--- config.mk ---
export PLATFORM = sky130hd
export DESIGN_NAME = msrh_l1d_lrq
export DESIGN_NICKNAME = d
export VERILOG_FILES = /design/src/rtl/msrh_lsu_pkg.sv /design/src/rtl/msrh_l1d_lrq_entry.sv /design/src/rtl/msrh_l1d_lrq.sv
export SDC_FILE = /design/constraint.sdc
export NUM_CORES = 2
export LEC_CHECK = 0
export CORE_ASPECT_RATIO = 0.75
export CORE_MARGIN = 5
export CORE_UTILIZATION = 40
export CTS_CLUSTER_DIAMETER = 150
export DETAILED_ROUTE_END_ITERATION = 16
export GPL_ROUTABILITY_DRIVEN = 0
export GPL_TIMING_DRIVEN = 0
export HOLD_SLACK_MARGIN = 0.12
export SYNTH_ARGS = -nofsm -noshare
export SYNTH_HDL_FRONTEND = slang
export SYNTH_SLANG_ARGS = --single-unit
--- constraint.sdc ---
create_clock -name i_clk -period 45.6 [get_ports i_clk]
set_input_delay 9.12 -clock i_clk [delete_from_list [all_inputs] [get_ports i_clk]]
set_output_delay 9.12 -clock i_clk [all_outputs]
set_load 0.1 [all_outputs]
--- src/rtl/msrh_lsu_pkg.sv ---
// =============================================================================
// msrh_lsu_pkg : shared LSU types for the L1D load refill queue
// Revision     : 1.0
// =============================================================================
`default_nettype none

package msrh_lsu_pkg;

    localparam int LRQ_SIZE   = 4;
    localparam int PADDR_W    = 56;
    localparam int LINE_W     = 512;
    localparam int LINE_OFS_W = 6;
    localparam int LRQ_TAG_W  = $clog2(LRQ_SIZE);

    typedef enum logic [1:0] {
        LRQ_IDLE  = 2'd0,
        LRQ_REQ   = 2'd1,
        LRQ_WAIT  = 2'd2,
        LRQ_WRITE = 2'd3
    } lrq_state_t;

    typedef struct packed {
        lrq_state_t           state;
        logic [PADDR_W-1:0]   paddr;
        logic [LINE_W-1:0]    data;
    } lrq_entry_t;

    typedef struct packed {
        logic [PADDR_W-1:0]   paddr;
        logic [LRQ_TAG_W-1:0] tag;
    } l2_req_t;

    typedef struct packed {
        logic [LRQ_TAG_W-1:0] tag;
        logic [LINE_W-1:0]    data;
    } l2_resp_t;

    // Isolates the lowest set bit; callers size the vector to their entry count.
    function automatic logic [31:0] bit_oh_lowest(input logic [31:0] v);
        return v & (~v + 32'd1);
    endfunction

endpackage

`default_nettype wire

--- src/rtl/msrh_l1d_lrq_entry.sv ---
// =============================================================================
// msrh_l1d_lrq_entry : one refill slot (state machine, line address, line data)
// Revision           : 1.0
// =============================================================================
`default_nettype none

module msrh_l1d_lrq_entry
    import msrh_lsu_pkg::*;
#(
    parameter int PADDR_W = msrh_lsu_pkg::PADDR_W,
    parameter int LINE_W  = msrh_lsu_pkg::LINE_W
) (
    input  logic               i_clk,
    input  logic               i_reset_n,
    input  logic               i_alloc,
    input  logic [PADDR_W-1:0] i_alloc_paddr,
    input  logic               i_l2_req_fire,
    input  logic               i_l2_resp_valid,
    input  logic [LINE_W-1:0]  i_l2_resp_data,
    input  logic               i_l1d_wr_fire,
    output logic [1:0]         o_state,
    output logic [PADDR_W-1:0] o_paddr,
    output logic [LINE_W-1:0]  o_data
);

    lrq_state_t         state_q;
    lrq_state_t         state_d;
    logic [PADDR_W-1:0] paddr_q;
    logic [LINE_W-1:0]  data_q;

    always_ff @(posedge i_clk or negedge i_reset_n) begin
        if (!i_reset_n) begin
            state_q <= LRQ_IDLE;
        end else begin
            state_q <= state_d;
        end
    end

    always_comb begin
        state_d = state_q;
        case (state_q)
            LRQ_IDLE:  if (i_alloc)         state_d = LRQ_REQ;
            LRQ_REQ:   if (i_l2_req_fire)   state_d = LRQ_WAIT;
            LRQ_WAIT:  if (i_l2_resp_valid) state_d = LRQ_WRITE;
            LRQ_WRITE: if (i_l1d_wr_fire)   state_d = LRQ_IDLE;
            default:                        state_d = LRQ_IDLE;
        endcase
    end

    always_comb begin
        o_state = state_q;
        o_paddr = paddr_q;
        o_data  = data_q;
    end

    always_ff @(posedge i_clk or negedge i_reset_n) begin
        if (!i_reset_n) begin
            paddr_q <= '0;
        end else if (state_q == LRQ_IDLE && i_alloc) begin
            paddr_q <= i_alloc_paddr;
        end
    end

    // Data is only meaningful in WRITE, so it needs no reset.
    always_ff @(posedge i_clk) begin
        if (state_q == LRQ_WAIT && i_l2_resp_valid) begin
            data_q <= i_l2_resp_data;
        end
    end

endmodule

`default_nettype wire

--- src/rtl/msrh_l1d_lrq.sv ---
// =============================================================================
// msrh_l1d_lrq : L1D load refill queue - miss merge, L2 refill, L1D fill, resolve
// Revision     : 1.0
// =============================================================================
`default_nettype none

module msrh_l1d_lrq
    import msrh_lsu_pkg::*;
#(
    parameter int LRQ_SIZE   = msrh_lsu_pkg::LRQ_SIZE,
    parameter int PADDR_W    = msrh_lsu_pkg::PADDR_W,
    parameter int LINE_W     = msrh_lsu_pkg::LINE_W,
    parameter int LINE_OFS_W = msrh_lsu_pkg::LINE_OFS_W,
    localparam int TAG_W     = $clog2(LRQ_SIZE)
) (
    input  logic                i_clk,
    input  logic                i_reset_n,
    input  logic                i_load,
    input  logic [PADDR_W-1:0]  i_req_paddr,
    output logic                o_resp_conflict,
    output logic                o_resp_full,
    output logic [LRQ_SIZE-1:0] o_resp_lrq_index_oh,
    output logic                o_l2_req_valid,
    input  logic                i_l2_req_ready,
    output logic [PADDR_W-1:0]  o_l2_req_paddr,
    output logic [TAG_W-1:0]    o_l2_req_tag,
    input  logic                i_l2_resp_valid,
    input  logic [TAG_W-1:0]    i_l2_resp_tag,
    input  logic [LINE_W-1:0]   i_l2_resp_data,
    output logic                o_l1d_wr_valid,
    input  logic                i_l1d_wr_ready,
    output logic [PADDR_W-1:0]  o_l1d_wr_paddr,
    output logic [LINE_W-1:0]   o_l1d_wr_data,
    output logic                o_lrq_resolve_valid,
    output logic [LRQ_SIZE-1:0] o_lrq_resolve_index_oh
);

    logic [1:0]          w_state [LRQ_SIZE];
    logic [PADDR_W-1:0]  w_paddr [LRQ_SIZE];
    logic [LINE_W-1:0]   w_data  [LRQ_SIZE];
    logic [LRQ_SIZE-1:0] w_busy, w_match, w_req, w_wait, w_write, w_resp_hit;
    logic [LRQ_SIZE-1:0] w_free_oh, w_alloc_oh, w_l2_sel, w_wr_sel, w_l2_fire_oh, w_wr_fire_oh;
    logic [PADDR_W-1:0]  w_req_line;
    logic                w_hit;

    logic                l2_lock_q, wr_lock_q, resolve_valid_q;
    logic [LRQ_SIZE-1:0] l2_sel_q, wr_sel_q, resolve_oh_q;

    assign w_req_line = {i_req_paddr[PADDR_W-1:LINE_OFS_W], {LINE_OFS_W{1'b0}}};

    for (genvar gi = 0; gi < LRQ_SIZE; gi++) begin : g_entry
        msrh_l1d_lrq_entry #(
            .PADDR_W (PADDR_W),
            .LINE_W  (LINE_W)
        ) u_entry (
            .i_clk           (i_clk),
            .i_reset_n       (i_reset_n),
            .i_alloc         (w_alloc_oh[gi]),
            .i_alloc_paddr   (w_req_line),
            .i_l2_req_fire   (w_l2_fire_oh[gi]),
            .i_l2_resp_valid (w_resp_hit[gi]),
            .i_l2_resp_data  (i_l2_resp_data),
            .i_l1d_wr_fire   (w_wr_fire_oh[gi]),
            .o_state         (w_state[gi]),
            .o_paddr         (w_paddr[gi]),
            .o_data          (w_data[gi])
        );

        assign w_busy[gi]     = (w_state[gi] != LRQ_IDLE);
        assign w_req[gi]      = (w_state[gi] == LRQ_REQ);
        assign w_wait[gi]     = (w_state[gi] == LRQ_WAIT);
        assign w_write[gi]    = (w_state[gi] == LRQ_WRITE);
        assign w_match[gi]    = w_busy[gi] && (w_paddr[gi] == w_req_line);
        assign w_resp_hit[gi] = i_l2_resp_valid && (i_l2_resp_tag == TAG_W'(gi));
    end

    // Lookup uses registered state only, so a slot draining this cycle still matches.
    assign w_hit      = |w_match;
    assign w_free_oh  = LRQ_SIZE'(bit_oh_lowest(32'(~w_busy)));
    assign w_alloc_oh = (i_load && !w_hit) ? w_free_oh : '0;

    assign o_resp_conflict     = i_load && w_hit;
    assign o_resp_full         = i_load && !w_hit && !(|w_free_oh);
    assign o_resp_lrq_index_oh = !i_load ? '0 : (w_hit ? w_match : w_free_oh);

    // A stalled request stays locked on its slot so a newly-filled lower slot cannot displace it.
    assign w_l2_sel       = l2_lock_q ? l2_sel_q : LRQ_SIZE'(bit_oh_lowest(32'(w_req)));
    assign w_wr_sel       = wr_lock_q ? wr_sel_q : LRQ_SIZE'(bit_oh_lowest(32'(w_write)));
    assign o_l2_req_valid = |w_l2_sel;
    assign o_l1d_wr_valid = |w_wr_sel;
    assign w_l2_fire_oh   = i_l2_req_ready ? w_l2_sel : '0;
    assign w_wr_fire_oh   = i_l1d_wr_ready ? w_wr_sel : '0;

    always_comb begin
        o_l2_req_paddr = '0;
        o_l2_req_tag   = '0;
        o_l1d_wr_paddr = '0;
        o_l1d_wr_data  = '0;
        for (int i = 0; i < LRQ_SIZE; i++) begin
            if (w_l2_sel[i]) begin
                o_l2_req_paddr = o_l2_req_paddr | w_paddr[i];
                o_l2_req_tag   = o_l2_req_tag | TAG_W'(i);
            end
            if (w_wr_sel[i]) begin
                o_l1d_wr_paddr = o_l1d_wr_paddr | w_paddr[i];
                o_l1d_wr_data  = o_l1d_wr_data | w_data[i];
            end
        end
    end

    always_ff @(posedge i_clk or negedge i_reset_n) begin
        if (!i_reset_n) begin
            l2_lock_q       <= 1'b0;
            l2_sel_q        <= '0;
            wr_lock_q       <= 1'b0;
            wr_sel_q        <= '0;
            resolve_valid_q <= 1'b0;
            resolve_oh_q    <= '0;
        end else begin
            l2_lock_q       <= o_l2_req_valid && !i_l2_req_ready;
            l2_sel_q        <= w_l2_sel;
            wr_lock_q       <= o_l1d_wr_valid && !i_l1d_wr_ready;
            wr_sel_q        <= w_wr_sel;
            resolve_valid_q <= |w_wr_fire_oh;
            resolve_oh_q    <= w_wr_fire_oh;
        end
    end

    assign o_lrq_resolve_valid    = resolve_valid_q;
    assign o_lrq_resolve_index_oh = resolve_oh_q;

    always_ff @(posedge i_clk) begin
        if (i_reset_n && i_l2_resp_valid) begin
            assert (!(|(w_resp_hit & w_l2_fire_oh)))
                else $error("lrq: L2 response in same cycle as its request handshake");
            assert (|(w_resp_hit & w_wait))
                else $warning("lrq: L2 response for a slot not awaiting data was ignored");
        end
    end

endmodule

`default_nettype wire

==> impl_results.md <==
* Status: finished clean
* Final core occ at 52.0%
* Layout Nets at a little over 7k
* Initial Util at 40.2%
* Seq/Total Area, Yosys at between 70% and 80%
* CP cell instances: clkdlybuf4s50_1 > inv_1 > o2111a_1 > nand4_1 > nor4_2 > a21oi_2 > nand3_1 > nor2_1 > buf_2 > a21o_1 > clkdlybuf4s50_1
* Core area at 211000 sq um
* Vias in the first global route at 53.2k
* Syn Area/Cell at 16.6 sq um
* Period utilization at 50.5%
* Tmin final at 23.03 ns
* Critical Path End Type: primary output
* Site Rows at 146
* Critical path class: in2out
* Reg clk slew, reported paths at 0.07 ns
* First-pass GRT wire length at 407 mm
* DIE AREA at 221000 sq um
* DIE WIDTH at 542 microns
* Commonest non-fill, non-tap cell in the layout: edfxtp_1
* Mapped cell area at 84800 sq um
* Pin count of the biggest net entering global routing at 116
* # resized after CTS at 0
* DR iter-0 viols at 7617
* Fill cells at 17.3k
* CP startpoint: i_req_paddr[17]
* WL/cell at 30.3 microns
* Post-Synthesis Cells at just over 5k
* Post-CTS Setup Bufs at 0
* Post-cts hold buffer count at 0
* Most frequent cells in the layout: 2048 x edfxtp_1, 1275 x nand2_1, 1146 x clkdlybuf4s50_1, 613 x a222oi_1, 297 x clkbuf_1
* Worst Path Required at 36.48 ns
* WP depth at 11
* Post-synthesis register bit count at ~2.3k
* Synth area leaders: edfxtp_1 73%, a222oi_1 7.2%, dfrtp_1 6.6%
* Port Buf Inserts at 1151
* Crit path max fanout at 10
* CP endpoint: o_resp_lrq_index_oh[3]
* Setup Skew at 0.0822 ns
* Synth area leader: edfxtp_1
* Reg2reg path depth at 9
* R2r setup slk at approximately 42 ns
* Via/cell ratio at 5.65
* Fmax at 43.4 MHz
* CP Launch Type: input port
* DRC viols at 0
* Final number of hold-violating endpoints at 0
* Async S/R FF share, synth at under 10%
* Initial antenna violation count at 126
* HP Class: reg2reg
* Setup violators final at 0
* Area share of the largest cell type after synthesis at 72.5%
* Drt total wl at 293 mm
* Synth unique cells at 52
* Setup TNS Final at 0 ns
* Max-slew violation count at 0
* Num CTS Buffers at about 220
* Post-synth EDFFs at 2048
* Clock H-tree levels at 4
* CP dominant cell by count: clkdlybuf4s50_1
* Worst R2R Start: g_entry[3].u_entry.o_paddr[46]$_DFFE_PN0P_
* Clock Path Buffers at 4
* Sink Count at 2271
* CTS tree: done
* FF-to-FF End: g_entry[3].u_entry.o_paddr[54]$_DFFE_PN0P_
* Worst-Skew Late Latency at between 0.8 and 0.9 ns
* MaxCap Viol Count at 0
* Slowest CP cell: clkdlybuf4s50_1
* Share of layout cells above drive strength 1 at 10.5%
* Clk root buf: clkbuf_16
* Vias at 54.6k
* Buffers & Inverters on Critical Path at 4
* Area growth, synth to finish at 29.2%
* Tot GR Track Use at 25.5%
* Worst rel slew slack at around 6.3%
* Max incr delay on CP at 1.17 ns
* Critical path arrival at 13.91 ns
* Least-Margin Pin Slew at 1.40 ns
* Post-route ant nets at 0
* Die height at 409 microns
* Ys Warns at 0
* Delay-heaviest family, CP: buffers and inverters
* 1st-pass router iterations at 14
* Main synth FF type: edfxtp_1
* GRT Residual Overflow at 0
* Detailed Place HPWL at about 220 mm
* Unrepaired setup endpoints after global routing: false
* Ports at ~1.2k
## synth_stat cells, drive strengths merged (26+ instances only)
cell type / instances
clkbuf: 261
buf: 94
a222oi: 613
nor4: 41
o21ai: 56
nand2: 1275
mux2: 169
edfxtp: 2048
xor2: 155
inv: 34
dfrtp: 223
xnor2: 26
## cells by family (layout without fill, tap and decap cells)
group | Yosys count | count (layout) | share of synthesized area, %
flops | 2271 | 2271 | 79.1
mux | 169 | 169 | 2.42
other cells | 1 | 65 | 0.00442
fa+ha+maj | 16 | 16 | 0.236
xor+xnor | 181 | 181 | 1.87
compound gates | 702 | 702 | 7.88
simple gates | 1386 | 1386 | 6.50
buf+inv | 389 | 2059 | 1.99
## flip-flops by register name, indices dropped and copies added (netlist names)
name / flops
l2_lock_q: 1
g_entry.u_entry.o_state: 8
o_lrq_resolve_valid: 1
wr_lock_q: 1
o_lrq_resolve_index_oh: 4
g_entry.u_entry.o_paddr: 200
l2_sel_q: 4
g_entry.u_entry.o_data: 2048
wr_sel_q: 4
## how the worst min path moves through the flow
stage	to	start	slack, ns	depth (start not counted)
2_1_floorplan	g_entry[0].u_entry.o_paddr[44]$_DFFE_PN0P_	g_entry[0].u_entry.o_paddr[44]$_DFFE_PN0P_	0.50	2
3_3_place_gp	g_entry[1].u_entry.o_paddr[17]$_DFFE_PN0P_	g_entry[1].u_entry.o_paddr[17]$_DFFE_PN0P_	0.54	2
3_5_place_dp	g_entry[1].u_entry.o_paddr[7]$_DFFE_PN0P_	g_entry[1].u_entry.o_paddr[7]$_DFFE_PN0P_	0.55	2
4_1_cts	g_entry[1].u_entry.o_paddr[7]$_DFFE_PN0P_	g_entry[1].u_entry.o_paddr[7]$_DFFE_PN0P_	0.56	2
5_1_grt	g_entry[1].u_entry.o_paddr[7]$_DFFE_PN0P_	g_entry[1].u_entry.o_paddr[7]$_DFFE_PN0P_	0.59	2
6_report	g_entry[1].u_entry.o_paddr[7]$_DFFE_PN0P_	g_entry[1].u_entry.o_paddr[7]$_DFFE_PN0P_	0.56	2
## worst min-delay path: cells and delay by family, from the launching register on
family | cells | cell delay, ns
AND/OR/NAND/NOR | 1 | 0.06
AO/OA/AOI/OAI | 1 | 0.06
flip-flops | 1 | 0.41
## per-layer routing
layer	routed length (microns)	vias up	GRT usage [%]	share of wire, %
met4	12000	32	9.65	4.1
met5	196	-	0	0.067
met1	112000	27903	32.8	38
met3	28300	549	7.24	9.7
li1	-	23414	-	-
met2	140000	2710	41.3	48
## through the flow
step / area, sq um / cells / worst slack, ns / hold WS, ns
3_3_place_gp: 99900 / 9089 / -5.63 / 0.544
2_1_floorplan: 84900 / 5126 / 13.42 / 0.499
3_5_place_dp: 103000 / 9219 / 22.75 / 0.546
4_1_cts: 109000 / 9608 / 22.73 / 0.559
6_report: 110000 / 9661 / 22.57 / 0.564
5_1_grt: 110000 / 9643 / 22.62 / 0.592
## final cells by class
cell class                 count  area (sq um)  share of cell area, %
sequential                  2271         67100                   61.2
multi-input combinational   2466         16100                   14.7
timing repair buffer        1281         14100                   12.9
clock buffer                 265          5770                   5.26
tap                         2812          3520                   3.21
buffer                       355          1570                   1.43
clock inverter               124          1190                   1.08
antenna                       53           133                  0.121
inverter                      34           128                  0.116
Power is not shown: default switching activity piles up to over one toggle a cycle in this logic, so the estimate is an artifact.
